**src/rtl/meter_pkg.sv**
```systemverilog
`default_nettype none
//==============================================================================
// meter_pkg: shared 7-segment patterns, converter states and meter thresholds
// Rev 1.0
//==============================================================================
package meter_pkg;

  localparam int LOW_THRESH = 180;
  localparam int MAX_SHOW   = 9999;

  // Active-low patterns, bit order {g,f,e,d,c,b,a}
  localparam logic [6:0] SEG_0     = 7'h40;
  localparam logic [6:0] SEG_1     = 7'h79;
  localparam logic [6:0] SEG_2     = 7'h24;
  localparam logic [6:0] SEG_3     = 7'h30;
  localparam logic [6:0] SEG_4     = 7'h19;
  localparam logic [6:0] SEG_5     = 7'h12;
  localparam logic [6:0] SEG_6     = 7'h02;
  localparam logic [6:0] SEG_7     = 7'h78;
  localparam logic [6:0] SEG_8     = 7'h00;
  localparam logic [6:0] SEG_9     = 7'h10;
  localparam logic [6:0] SEG_DASH  = 7'h3F;
  localparam logic [6:0] SEG_BLANK = 7'h7F;

  typedef enum logic [1:0] {
    ST_IDLE   = 2'd0,
    ST_LOAD   = 2'd1,
    ST_SHIFT  = 2'd2,
    ST_COMMIT = 2'd3
  } conv_state_t;

  function automatic logic [6:0] seg_decode(input logic [3:0] nib);
    logic [6:0] seg;
    case (nib)
      4'd0:    seg = SEG_0;
      4'd1:    seg = SEG_1;
      4'd2:    seg = SEG_2;
      4'd3:    seg = SEG_3;
      4'd4:    seg = SEG_4;
      4'd5:    seg = SEG_5;
      4'd6:    seg = SEG_6;
      4'd7:    seg = SEG_7;
      4'd8:    seg = SEG_8;
      4'd9:    seg = SEG_9;
      default: seg = SEG_DASH;
    endcase
    return seg;
  endfunction

endpackage
`default_nettype wire

```
**src/rtl/bin2bcd_seq.sv**
```systemverilog
`default_nettype none
//==============================================================================
// bin2bcd_seq: sequential shift-add-3 binary to 4-digit BCD converter, one bit per cycle
// Rev 1.0
//==============================================================================
module bin2bcd_seq #(
  parameter int MAX_SHOW = meter_pkg::MAX_SHOW
) (
  input  logic        clk_i,
  input  logic        rst_ni,
  input  logic        start_i,
  input  logic [15:0] bin_i,
  output logic        busy_o,
  output logic        done_o,
  output logic [15:0] bcd_o,
  output logic [15:0] val_o,
  output logic [15:0] sampled_o
);
  import meter_pkg::*;

  conv_state_t state_q;
  logic [15:0] bin_q;
  logic [15:0] bcd_q;
  logic [15:0] val_q;
  logic [15:0] sampled_q;
  logic [3:0]  cnt_q;

  logic [15:0] clamp_d;
  logic [15:0] bcd_adj_d;
  logic [31:0] shift_d;

  assign clamp_d = (bin_i > 16'(MAX_SHOW)) ? 16'(MAX_SHOW) : bin_i;

  always_comb begin
    bcd_adj_d = bcd_q;
    for (int k = 0; k < 4; k++) begin
      if (bcd_q[4*k +: 4] >= 4'd5) bcd_adj_d[4*k +: 4] = bcd_q[4*k +: 4] + 4'd3;
    end
  end

  assign shift_d = {bcd_adj_d, bin_q} << 1;

  always_ff @(posedge clk_i) begin
    if (!rst_ni) begin
      state_q   <= ST_IDLE;
      bin_q     <= '0;
      bcd_q     <= '0;
      val_q     <= '0;
      sampled_q <= '0;
      cnt_q     <= '0;
    end else begin
      case (state_q)
        ST_IDLE: begin
          if (start_i) state_q <= ST_LOAD;
        end
        ST_LOAD: begin
          bin_q     <= clamp_d;
          val_q     <= clamp_d;
          bcd_q     <= '0;
          sampled_q <= bin_i;
          cnt_q     <= '0;
          state_q   <= ST_SHIFT;
        end
        ST_SHIFT: begin
          bcd_q <= shift_d[31:16];
          bin_q <= shift_d[15:0];
          cnt_q <= cnt_q + 4'd1;
          if (cnt_q == 4'd15) state_q <= ST_COMMIT;
        end
        ST_COMMIT: begin
          state_q <= ST_IDLE;
        end
        default: state_q <= ST_IDLE;
      endcase
    end
  end

  assign busy_o    = (state_q != ST_IDLE);
  assign done_o    = (state_q == ST_COMMIT);
  assign bcd_o     = bcd_q;
  assign val_o     = val_q;
  assign sampled_o = sampled_q;

endmodule
`default_nettype wire

```
**src/rtl/meter_display_driver.sv**
```systemverilog
`default_nettype none
//==============================================================================
// meter_display_driver: 4-digit 7-seg scan of seconds remaining with expiry/low-time blink
// Rev 1.0
//==============================================================================
module meter_display_driver #(
  parameter int REFRESH_DIV = 100_000,
  parameter int BLINK_HALF  = 50_000_000,
  parameter int LOW_THRESH  = meter_pkg::LOW_THRESH,
  parameter int MAX_SHOW    = meter_pkg::MAX_SHOW
) (
  input  logic        SYS_CLK,
  input  logic        RESET,
  input  logic [15:0] In_Bin16,
  output logic [3:0]  AN,
  output logic [6:0]  SEG,
  output logic        DP
);
  import meter_pkg::*;

  localparam int RW = (REFRESH_DIV > 1) ? $clog2(REFRESH_DIV) : 1;
  localparam int BW = (BLINK_HALF > 1) ? $clog2(BLINK_HALF) : 1;

  logic [RW-1:0] refresh_q;
  logic [1:0]    idx_q;
  logic [BW-1:0] blink_q;
  logic          fast_q;
  logic          slow_q;
  logic          half_q;
  logic [15:0]   bcd_q;
  logic [15:0]   val_q;
  logic [3:0]    an_q;
  logic [6:0]    seg_q;

  logic          conv_busy;
  logic          conv_done;
  logic [15:0]   conv_bcd;
  logic [15:0]   conv_val;
  logic [15:0]   conv_sampled;
  logic          conv_start;
  logic          lit_d;
  logic [3:0]    nib_d;

  assign conv_start = !conv_busy && (In_Bin16 != conv_sampled);

  bin2bcd_seq #(
    .MAX_SHOW (MAX_SHOW)
  ) u_bin2bcd (
    .clk_i     (SYS_CLK),
    .rst_ni    (RESET),
    .start_i   (conv_start),
    .bin_i     (In_Bin16),
    .busy_o    (conv_busy),
    .done_o    (conv_done),
    .bcd_o     (conv_bcd),
    .val_o     (conv_val),
    .sampled_o (conv_sampled)
  );

  always_comb begin
    lit_d = 1'b1;
    if (val_q == '0) lit_d = fast_q;
    else if (val_q < 16'(LOW_THRESH)) lit_d = slow_q;
  end

  assign nib_d = bcd_q[{idx_q, 2'b00} +: 4];

  always_ff @(posedge SYS_CLK) begin
    if (!RESET) begin
      refresh_q <= '0;
      idx_q     <= '0;
      blink_q   <= '0;
      fast_q    <= 1'b1;
      slow_q    <= 1'b1;
      half_q    <= 1'b0;
      bcd_q     <= '0;
      val_q     <= '0;
      an_q      <= 4'hF;
      seg_q     <= SEG_BLANK;
    end else begin
      if (refresh_q == RW'(REFRESH_DIV - 1)) begin
        refresh_q <= '0;
        idx_q     <= idx_q + 2'd1;
      end else begin
        refresh_q <= refresh_q + RW'(1);
      end

      // Slow phase flips on every second fast-phase flip
      if (blink_q == BW'(BLINK_HALF - 1)) begin
        blink_q <= '0;
        fast_q  <= ~fast_q;
        half_q  <= ~half_q;
        if (half_q) slow_q <= ~slow_q;
      end else begin
        blink_q <= blink_q + BW'(1);
      end

      if (conv_done) begin
        bcd_q <= conv_bcd;
        val_q <= conv_val;
      end

      an_q  <= lit_d ? ~(4'b0001 << idx_q) : 4'hF;
      seg_q <= lit_d ? seg_decode(nib_d) : SEG_BLANK;
    end
  end

  assign AN  = an_q;
  assign SEG = seg_q;
  assign DP  = 1'b1;

endmodule
`default_nettype wire

```
**config.mk**
```make
export PLATFORM = sky130hd
export DESIGN_NAME = meter_display_driver
export DESIGN_NICKNAME = d
export VERILOG_FILES = /design/src/rtl/meter_pkg.sv /design/src/rtl/bin2bcd_seq.sv /design/src/rtl/meter_display_driver.sv
export SDC_FILE = /design/constraint.sdc
export NUM_CORES = 1
export LEC_CHECK = 0
export ABC_AREA = 1
export ABC_CLOCK_PERIOD_IN_PS = 4630
export BUFFER_PORTS_ARGS = -buffer_cell sky130_fd_sc_hd__buf_4
export CAP_MARGIN = 40
export CELL_PAD_IN_SITES_DETAIL_PLACEMENT = 1
export CELL_PAD_IN_SITES_GLOBAL_PLACEMENT = 1
export CORE_MARGIN = 2
export CORE_UTILIZATION = 49
export CTS_CLUSTER_DIAMETER = 80
export DETAILED_ROUTE_END_ITERATION = 8
export PLACE_DENSITY = 0.92
export SETUP_SLACK_MARGIN = 0.4
export SLEW_MARGIN = 20
export SYNTH_ARGS = -nofsm -noshare
export SYNTH_HDL_FRONTEND = slang
export SYNTH_SLANG_ARGS = --single-unit
```
**constraint.sdc**
```tcl
create_clock -name SYS_CLK -period 4.63 [get_ports SYS_CLK]
set_input_delay 0.2315 -clock SYS_CLK [delete_from_list [all_inputs] [get_ports SYS_CLK]]
set_output_delay 0.2315 -clock SYS_CLK [all_outputs]
set_load 0.02 [all_outputs]
```
==> results of run 1 <==
## state kept, by name, indices dropped and copies added, names as in the netlist
signal,count
val_q,16
refresh_q,17
u_bin2bcd.cnt_q,4
half_q,1
blink_q,26
u_bin2bcd.sampled_o,16
u_bin2bcd.bcd_o,16
bcd_q,16
u_bin2bcd.bin_q,16
u_bin2bcd.val_o,16
fast_q,1
idx_q,2
AN,4
slow_q,1
u_bin2bcd.state_q,2
SEG,7
## power breakdown
group	leakage, uW	switching (uW)	total [uW]	internal (uW)
Clock	0.000297	561	1450	890
Sequential	0.00131	133	1740	1610
Combinational	0.00179	689	1010	323
## synthesized netlist by cell type (8+ instances only)
cell / n / share of area (%)
nand2_1: 190 / 9.2
dfxtp_1: 161 / 42
inv_1: 122 / 5.9
nor2_1: 101 / 4.9
a21oi_1: 97 / 6.3
o21ai_0: 73 / 4.7
nand3_1: 43 / 2.8
nor3_1: 25 / 1.6
ha_1: 24 / 3.9
clkbuf_1: 22 / 1.1
inv_2: 17 / 0.83
nand4_1: 16 / 1.3
nand2_2: 14 / 1.1
a21oi_2: 13 / 1.5
xor2_1: 13 / 1.5
o211ai_1: 12 / 1.2
buf_2: 9 / 0.58
nor2_2: 8 / 0.65
## metrics by stage
step | std cells | hold WS [ns]
floorplan | 1038 | 0.383
global placement | 1238 | 0.430
detailed placement | 1238 | 0.439
CTS | 1270 | 0.0860
global route | 1270 | 0.110
finish | 1270 | 0.0929
## logic make-up (layout without fill, tap and decap cells)
group	Yosys count	after routing	share of synthesized area [%]
compound gates	214	214	15.7
xor+xnor	19	19	2.16
buf+inv	184	205	9.80
flops	161	161	41.8
other cells	1	1	0.0486
simple gates	435	435	26.7
fa+ha+maj	24	24	3.89
## layer usage
layer,GRT usage (%),up-vias,routed length (um)
met4,9.74,0,470
met1,30.1,3348,9100
met2,46.4,95,10500
met5,0,-,0
met3,5.53,41,636
li1,-,3366,-
## final cells by class
cell class | instances | area (um2) | area share (%)
tap | 211 | 264 | 3.07
timing repair buffer | 31 | 233 | 2.71
multi-input combinational | 693 | 3740 | 43.5
clock buffer | 23 | 478 | 5.56
clock inverter | 9 | 130 | 1.51
sequential | 161 | 3220 | 37.5
inverter | 142 | 533 | 6.20
## worst max-delay path, stage by stage (launching register included)
cell,delay (ns)
dfxtp_1,0.33
inv_1,0.10
ha_1,0.57
nand2_1,0.47
inv_1,0.45
nand2_1,0.09
o21ai_0,0.09
inv_1,0.06
a21oi_1,0.15
## worst max path at each step
stage,startpoint,end,slack [ns],cells past startpoint
finish,u_bin2bcd.state_q[0],u_bin2bcd.bin_q[11],2.24,8
global route,u_bin2bcd.state_q[0],u_bin2bcd.bin_q[11],1.91,8
CTS,u_bin2bcd.state_q[0],u_bin2bcd.bin_q[11],2.23,8
global placement,RESET,fast_q,2.34,5
detailed placement,RESET,fast_q,2.25,5
floorplan,idx_q[0],SEG[6],2.94,11
==> metrics.txt, run 1 <==
outcome complete, no violations; initial detailed-routing violation count 295; RSZ-0062 raised after global routing no; R2R cell count 8; GPL Wtd Cong 0.859; CP startpoint kind flip-flop; final hold violation count 0; Post-synth EDFFs 0; hold_sp In_Bin16[14]; vias in the first global route 7,338; Clock Tree Root clkbuf_16; Die Wd 129 um; first-pass GRT wire length 34.5 mm; Final ANT Viol Nets 0; peak supply drop 0.399 mV; post-route cell area 8600 um2; commonest non-fill, non-tap cells in the layout nand2_1, dfxtp_1, inv_1, nor2_1, a21oi_1; Reg-to-Reg End u_bin2bcd.bin_q[11]; Die Y-Extent 129 um; Avg Cell Area, Syn 7.43 um2; num ports 30; Yosys cell types 55; pre-CTS setup slack 2.25 ns; CTS tree done; flop-to-flop setup slack 2.24 ns; Crit path arrival time 2.74 ns; Reg-to-Reg Start u_bin2bcd.state_q[0]; Max Fclk 0.418 GHz; vias per inst 5.39; CP Data Required Time 4.97 ns; max-slew violations 0; layout net count 1,088; layout cells sized above 1 13.2%; initial core utilization 50.4%; Area Growth Syn to Fin 11.4%; sequential area share after synthesis 41.8%; TritonCTS sink count 161; grt total ovfl 0; DP Wirelength 13.4 mm; All-Layer GR Usage 25.8%; final WL 20.7 mm; Hold Path Depth 3; leakage power 0.00339 uW; PnR Total Power 4210 uW; maximum clock path buffer count 2; Via Count 6,850; CTS buffer count 17; antenna violations before repair 0; Detailed Routing Iterations Pass 1 5; pin count of the biggest net entering global routing 70; Layout fillers 1,972; crit end category flip-flop; Final Setup Violations 0; top_reg_cell synth dfxtp_1; Remaining DRCs 0; skew final 0.0102 ns; DIE AREA 16,800 um2; Clock Latency Late Sink 0.43 ns; CTS resizes 0; maxcap violations 0; Worst slew margin 54.1%; Mapped Area 7710 um2; Worst Hold Class in -> reg; CTS clk-pin slew, worst paths 0.06 ns; floorplan row count 45; Cell Area, Placed 7990 um2; Synth Warn # 0; final worst path period need 2.39 ns; Setup TNS Final 0 ns; Core Region 15,300 um2; most common cell after layout, fill and taps aside nand2_1; Layout Utilization 56.1%; n_diodes 0; PD cells 489 nW/um2; Post-synth ARST share 0%; Post-CTS Setup Inserts 0; #FFs+latches synth 161; Hold Buf Count CTS 0; drt wl/cell 16.3 um; fin crit share 51.7%; syn_nets 1,080; kind of critical path reg -> reg; final worst slack 2.24 ns; # H-tree levels 4; worst-margin pin slew 0.689 ns; Syn Inst Count 1,038; worst hold endpoint u_bin2bcd.sampled_o[14]; I/O Buffers 28; critical-path maximum fanout 19
(Power assumes the default switching activity.)
==> inputs of run 2 (changes only) <==
--- a/config.mk
+++ b/config.mk
@@ -5,17 +5,17 @@
 export SDC_FILE = /design/constraint.sdc
 export NUM_CORES = 1
 export LEC_CHECK = 0
-export ABC_AREA = 1
-export ABC_CLOCK_PERIOD_IN_PS = 4630
+export ABC_AREA = 0
+export ABC_CLOCK_PERIOD_IN_PS = 2300
 export BUFFER_PORTS_ARGS = -buffer_cell sky130_fd_sc_hd__buf_4
 export CAP_MARGIN = 40
 export CELL_PAD_IN_SITES_DETAIL_PLACEMENT = 1
 export CELL_PAD_IN_SITES_GLOBAL_PLACEMENT = 1
 export CORE_MARGIN = 2
-export CORE_UTILIZATION = 49
+export CORE_UTILIZATION = 47
 export CTS_CLUSTER_DIAMETER = 80
 export DETAILED_ROUTE_END_ITERATION = 8
-export PLACE_DENSITY = 0.92
+export PLACE_DENSITY = 0.86
 export SETUP_SLACK_MARGIN = 0.4
 export SLEW_MARGIN = 20
 export SYNTH_ARGS = -nofsm -noshare
==> constraint.sdc (replaced) <==
create_clock -name SYS_CLK -period 2.3 [get_ports SYS_CLK]
set_input_delay 0.115 -clock SYS_CLK [delete_from_list [all_inputs] [get_ports SYS_CLK]]
set_output_delay 0.115 -clock SYS_CLK [all_outputs]
set_load 0.02 [all_outputs]
==> run 2 against run 1 <==
  * Hold slack got worse by 0.080 ns
  * Via count fell by 15%
  * Die area fell by 3.7%
  * Cell area fell by 0.44%
  * Combinational power rose by 74%
  * Global-route usage fell by 1.6 points
==> metrics.txt, run 2 <==
outcome complete, no violations; Final ANT Viol Nets 0 (unchanged); syn_nets 829 (-23%); share of the synthesized area in the top cell type 45.3% (+3.5 points); first-pass GRT wire length 31.1 mm (-9.9%); Clk pwr share 38.7% (+4.2 points); Yosys cell types 46 (-16%); drt wl/cell 18.7 um (+15%); top cells by count, synth dfxtp_1, nor2_1, mux2i_1; n_diodes 0 (unchanged); sequential area share after synthesis 45.3% (+3.5 points); CP Data Required Time 2.63 ns (-2.34 ns); Setup TNS Final 0 ns (unchanged); num ports 30 (unchanged); CTS clk-pin slew, worst paths 0.07 ns (about the same); Logic pwr share 21.5% (-2.5 points); final hold violation count 0 (unchanged); Post-synth ARST share 0% (unchanged); kind of critical path reg -> reg; Most flops, register blink_q; PD cells 956 nW/um2 (+95%); Reg-to-Reg End slow_q; commonest non-fill, non-tap cells in the layout dfxtp_1, nor2_1, mux2i_1, xnor2_1, buf_4; max-slew violations 0 (unchanged); most common cell after layout, fill and taps aside dfxtp_1; R2R cell count 6 (-2); layout cells sized above 1 14.8% (+1.6 points); crit-path max cell delay 0.51 ns (-0.06 ns); CTS buffer count 17 (unchanged); Hold Path Depth 3 (unchanged); Crit path arrival time 2.22 ns (-0.52 ns); count leader, synth dfxtp_1; pre-CTS setup slack 0.282 ns (-1.97 ns); Final Setup Violations 0 (unchanged); maxcap violations 0 (unchanged); pin count of the biggest net entering global routing 62 (-11%); grt total ovfl 0 (unchanged); Worst Hold Class in -> reg; post-route cell area 8560 um2 (-0.44%); final worst slack 0.410 ns (-1.83 ns); Area Growth Syn to Fin 20.3%; I/O Buffers 28 (unchanged); Via Count 5,798 (-15%); floorplan row count 44 (-2.2%); worst-margin pin slew 0.589 ns (-0.101 ns); CTS tree done; Post-synth EDFFs 0 (unchanged); Reg-to-Reg Start blink_q[14]; CP Capture Point slow_q; Detailed Routing Iterations Pass 1 7 (+2); initial core utilization 48.6% (-1.8 points); Mapped Area 7120 um2 (-7.8%); sequential power share 39.8% (-1.7 points); fin cells 1,027 (-19%); flop-to-flop setup slack 0.41 ns (-1.83 ns); switching share of power 29.7% (-3.1 points); Synth area leader dfxtp_1; Die Y-Extent 127 um (-1.9%); top_reg_cell synth dfxtp_1; leakage power 0.00312 uW (-8.1%); fin crit share 82.2% (+30 points); Max Fclk 0.529 GHz (+27%); worst setup path start blink_q[14]; final worst path period need 1.89 ns (-0.504 ns); Net Sw Power 2430 uW (+76%); initial detailed-routing violation count 276 (-6.4%); DP Wirelength 11.6 mm (-14%); Remaining DRCs 0 (unchanged); critical-path maximum fanout 4 (-15); GPL Wtd Cong 0.798 (-7.1%); Clock Latency Late Sink 0.44 ns (about the same); #FFs+latches synth 161 (unchanged); layout net count 872 (-20%); final WL 19.2 mm (-7.1%); # H-tree levels 4 (unchanged); Worst slew margin 60.7% (+6.6 points); largest cells by area after synthesis dfxtp_1, mux2i_1, nor2_1, xnor2_1, ha_1; crit path cell chain nand3_4 -> or4b_4 -> nor4_4 -> buf_4 -> nand4_1 -> and2_1; Die Wd 127 um (-1.9%); DIE AREA 16,100 um2 (-3.7%); skew final 0.0101 ns (-0.000119 ns); CP startpoint kind flip-flop; Syn Inst Count 787 (-24%); Top Registers blink_q (26), refresh_q (17); Internal Power 5750 uW (+100%); crit end category flip-flop; vias in the first global route 6,333 (-14%); All-Layer GR Usage 24.2% (-1.6 points); peak supply drop 0.619 mV (+55%); vias per inst 5.65 (+4.7%); slowest stage cell, crit path or4b_4; Synth Warn # 0 (unchanged); Core Region 14,600 um2 (-4.4%); TritonCTS sink count 161 (unchanged); Cell Area, Placed 7520 um2 (-5.8%); max reg flops 26 (unchanged); Avg Cell Area, Syn 9.04 um2 (+22%); Clock Tree Root clkbuf_16; maximum clock path buffer count 2 (unchanged); antenna violations before repair 0 (unchanged); Placed Cells 971 (-22%); RSZ-0062 raised after global routing no
run 2: changes by cell type in the layout (fill, tap and decap cells not counted), sizes merged, moves of 17 or more:
cell / before / now
nand2: 207 / 43
inv: 139 / 31
a21oi: 110 / 32
mux2i: 0 / 59
o21ai: 73 / 26
xnor2: 6 / 50
nor2: 115 / 139
buf: 31 / 54
nor3: 32 / 11
nor4: 3 / 20
run 2: through the flow:
stage	util, %	power (uW)	hold slack (ns)
detailed placement	51.4	4960	0.392
finish	58.5	8180	0.0126
floorplan	-	4480	0.262
global placement	51.3	4840	0.377
CTS	57.5	8160	0.00461
global route	58.5	8520	0.0115
run 2: worst min path at each step:
| stage | slack (ns) | endpoint | start |
|---|---|---|---|
| detailed placement | 0.39 | u_bin2bcd.sampled_o[3] | In_Bin16[3] |
| floorplan | 0.26 | u_bin2bcd.sampled_o[0] | In_Bin16[0] |
| CTS | 0.005 | u_bin2bcd.sampled_o[5] | In_Bin16[5] |
| finish | 0.01 | u_bin2bcd.sampled_o[6] | In_Bin16[6] |
| global route | 0.01 | u_bin2bcd.bin_q[5] | In_Bin16[5] |
| global placement | 0.38 | u_bin2bcd.sampled_o[2] | In_Bin16[2] |
run 2: metal layers:
layer	wire length [um]	GRT usage [%]	vias to the layer above
met4	504	10.7	0
li1	-	-	2765
met1	7830	25.8	2885
met2	10300	45.6	109
met5	0	0	-
met3	570	5.28	39
run 2: cell type report:
type / instances / area (um2)
multi-input cells: 551 / 3700
clock inverters: 13 / 208
inverters: 30 / 113
clock buffers: 19 / 453
flip-flops and latches: 161 / 3240
fillers: 1615 / 6080
repair buffers: 69 / 619
well taps: 184 / 230
run 2: cells by family after synthesis:
kind of cell    synth area share [%]
fa+ha+maj                       4.22
flops                           45.3
other cells                   0.0527
simple gates                    19.9
xor+xnor                        8.00
buf+inv                         4.43
mux                             9.57
compound gates                  8.56
run 2: power groups by stage:
stage          Clock, uW  Sequential [uW]  Combinational, uW
3_5_place_dp           0             3310               1650
2_1_floorplan          0             3270               1210
6_report            3170             3250               1760
3_3_place_gp           0             3290               1560
4_1_cts             3190             3250               1720
5_1_grt             3330             3280               1910
run 2: critical path, delay by kind of cell, from the launching register on:
family,cells,cell delay [ns]
flops,1,0.37
simple gates,5,1.21
buf+inv,1,0.21
run 2: timing repair:
item,in CTS,in global routing
pin swaps,2,4
endpoints found under the setup margin,44,60
hold buffers,14,0
resized for setup,14,22
cloned,0,2
hold endpoints to repair,20,0
setup buffers,4,4
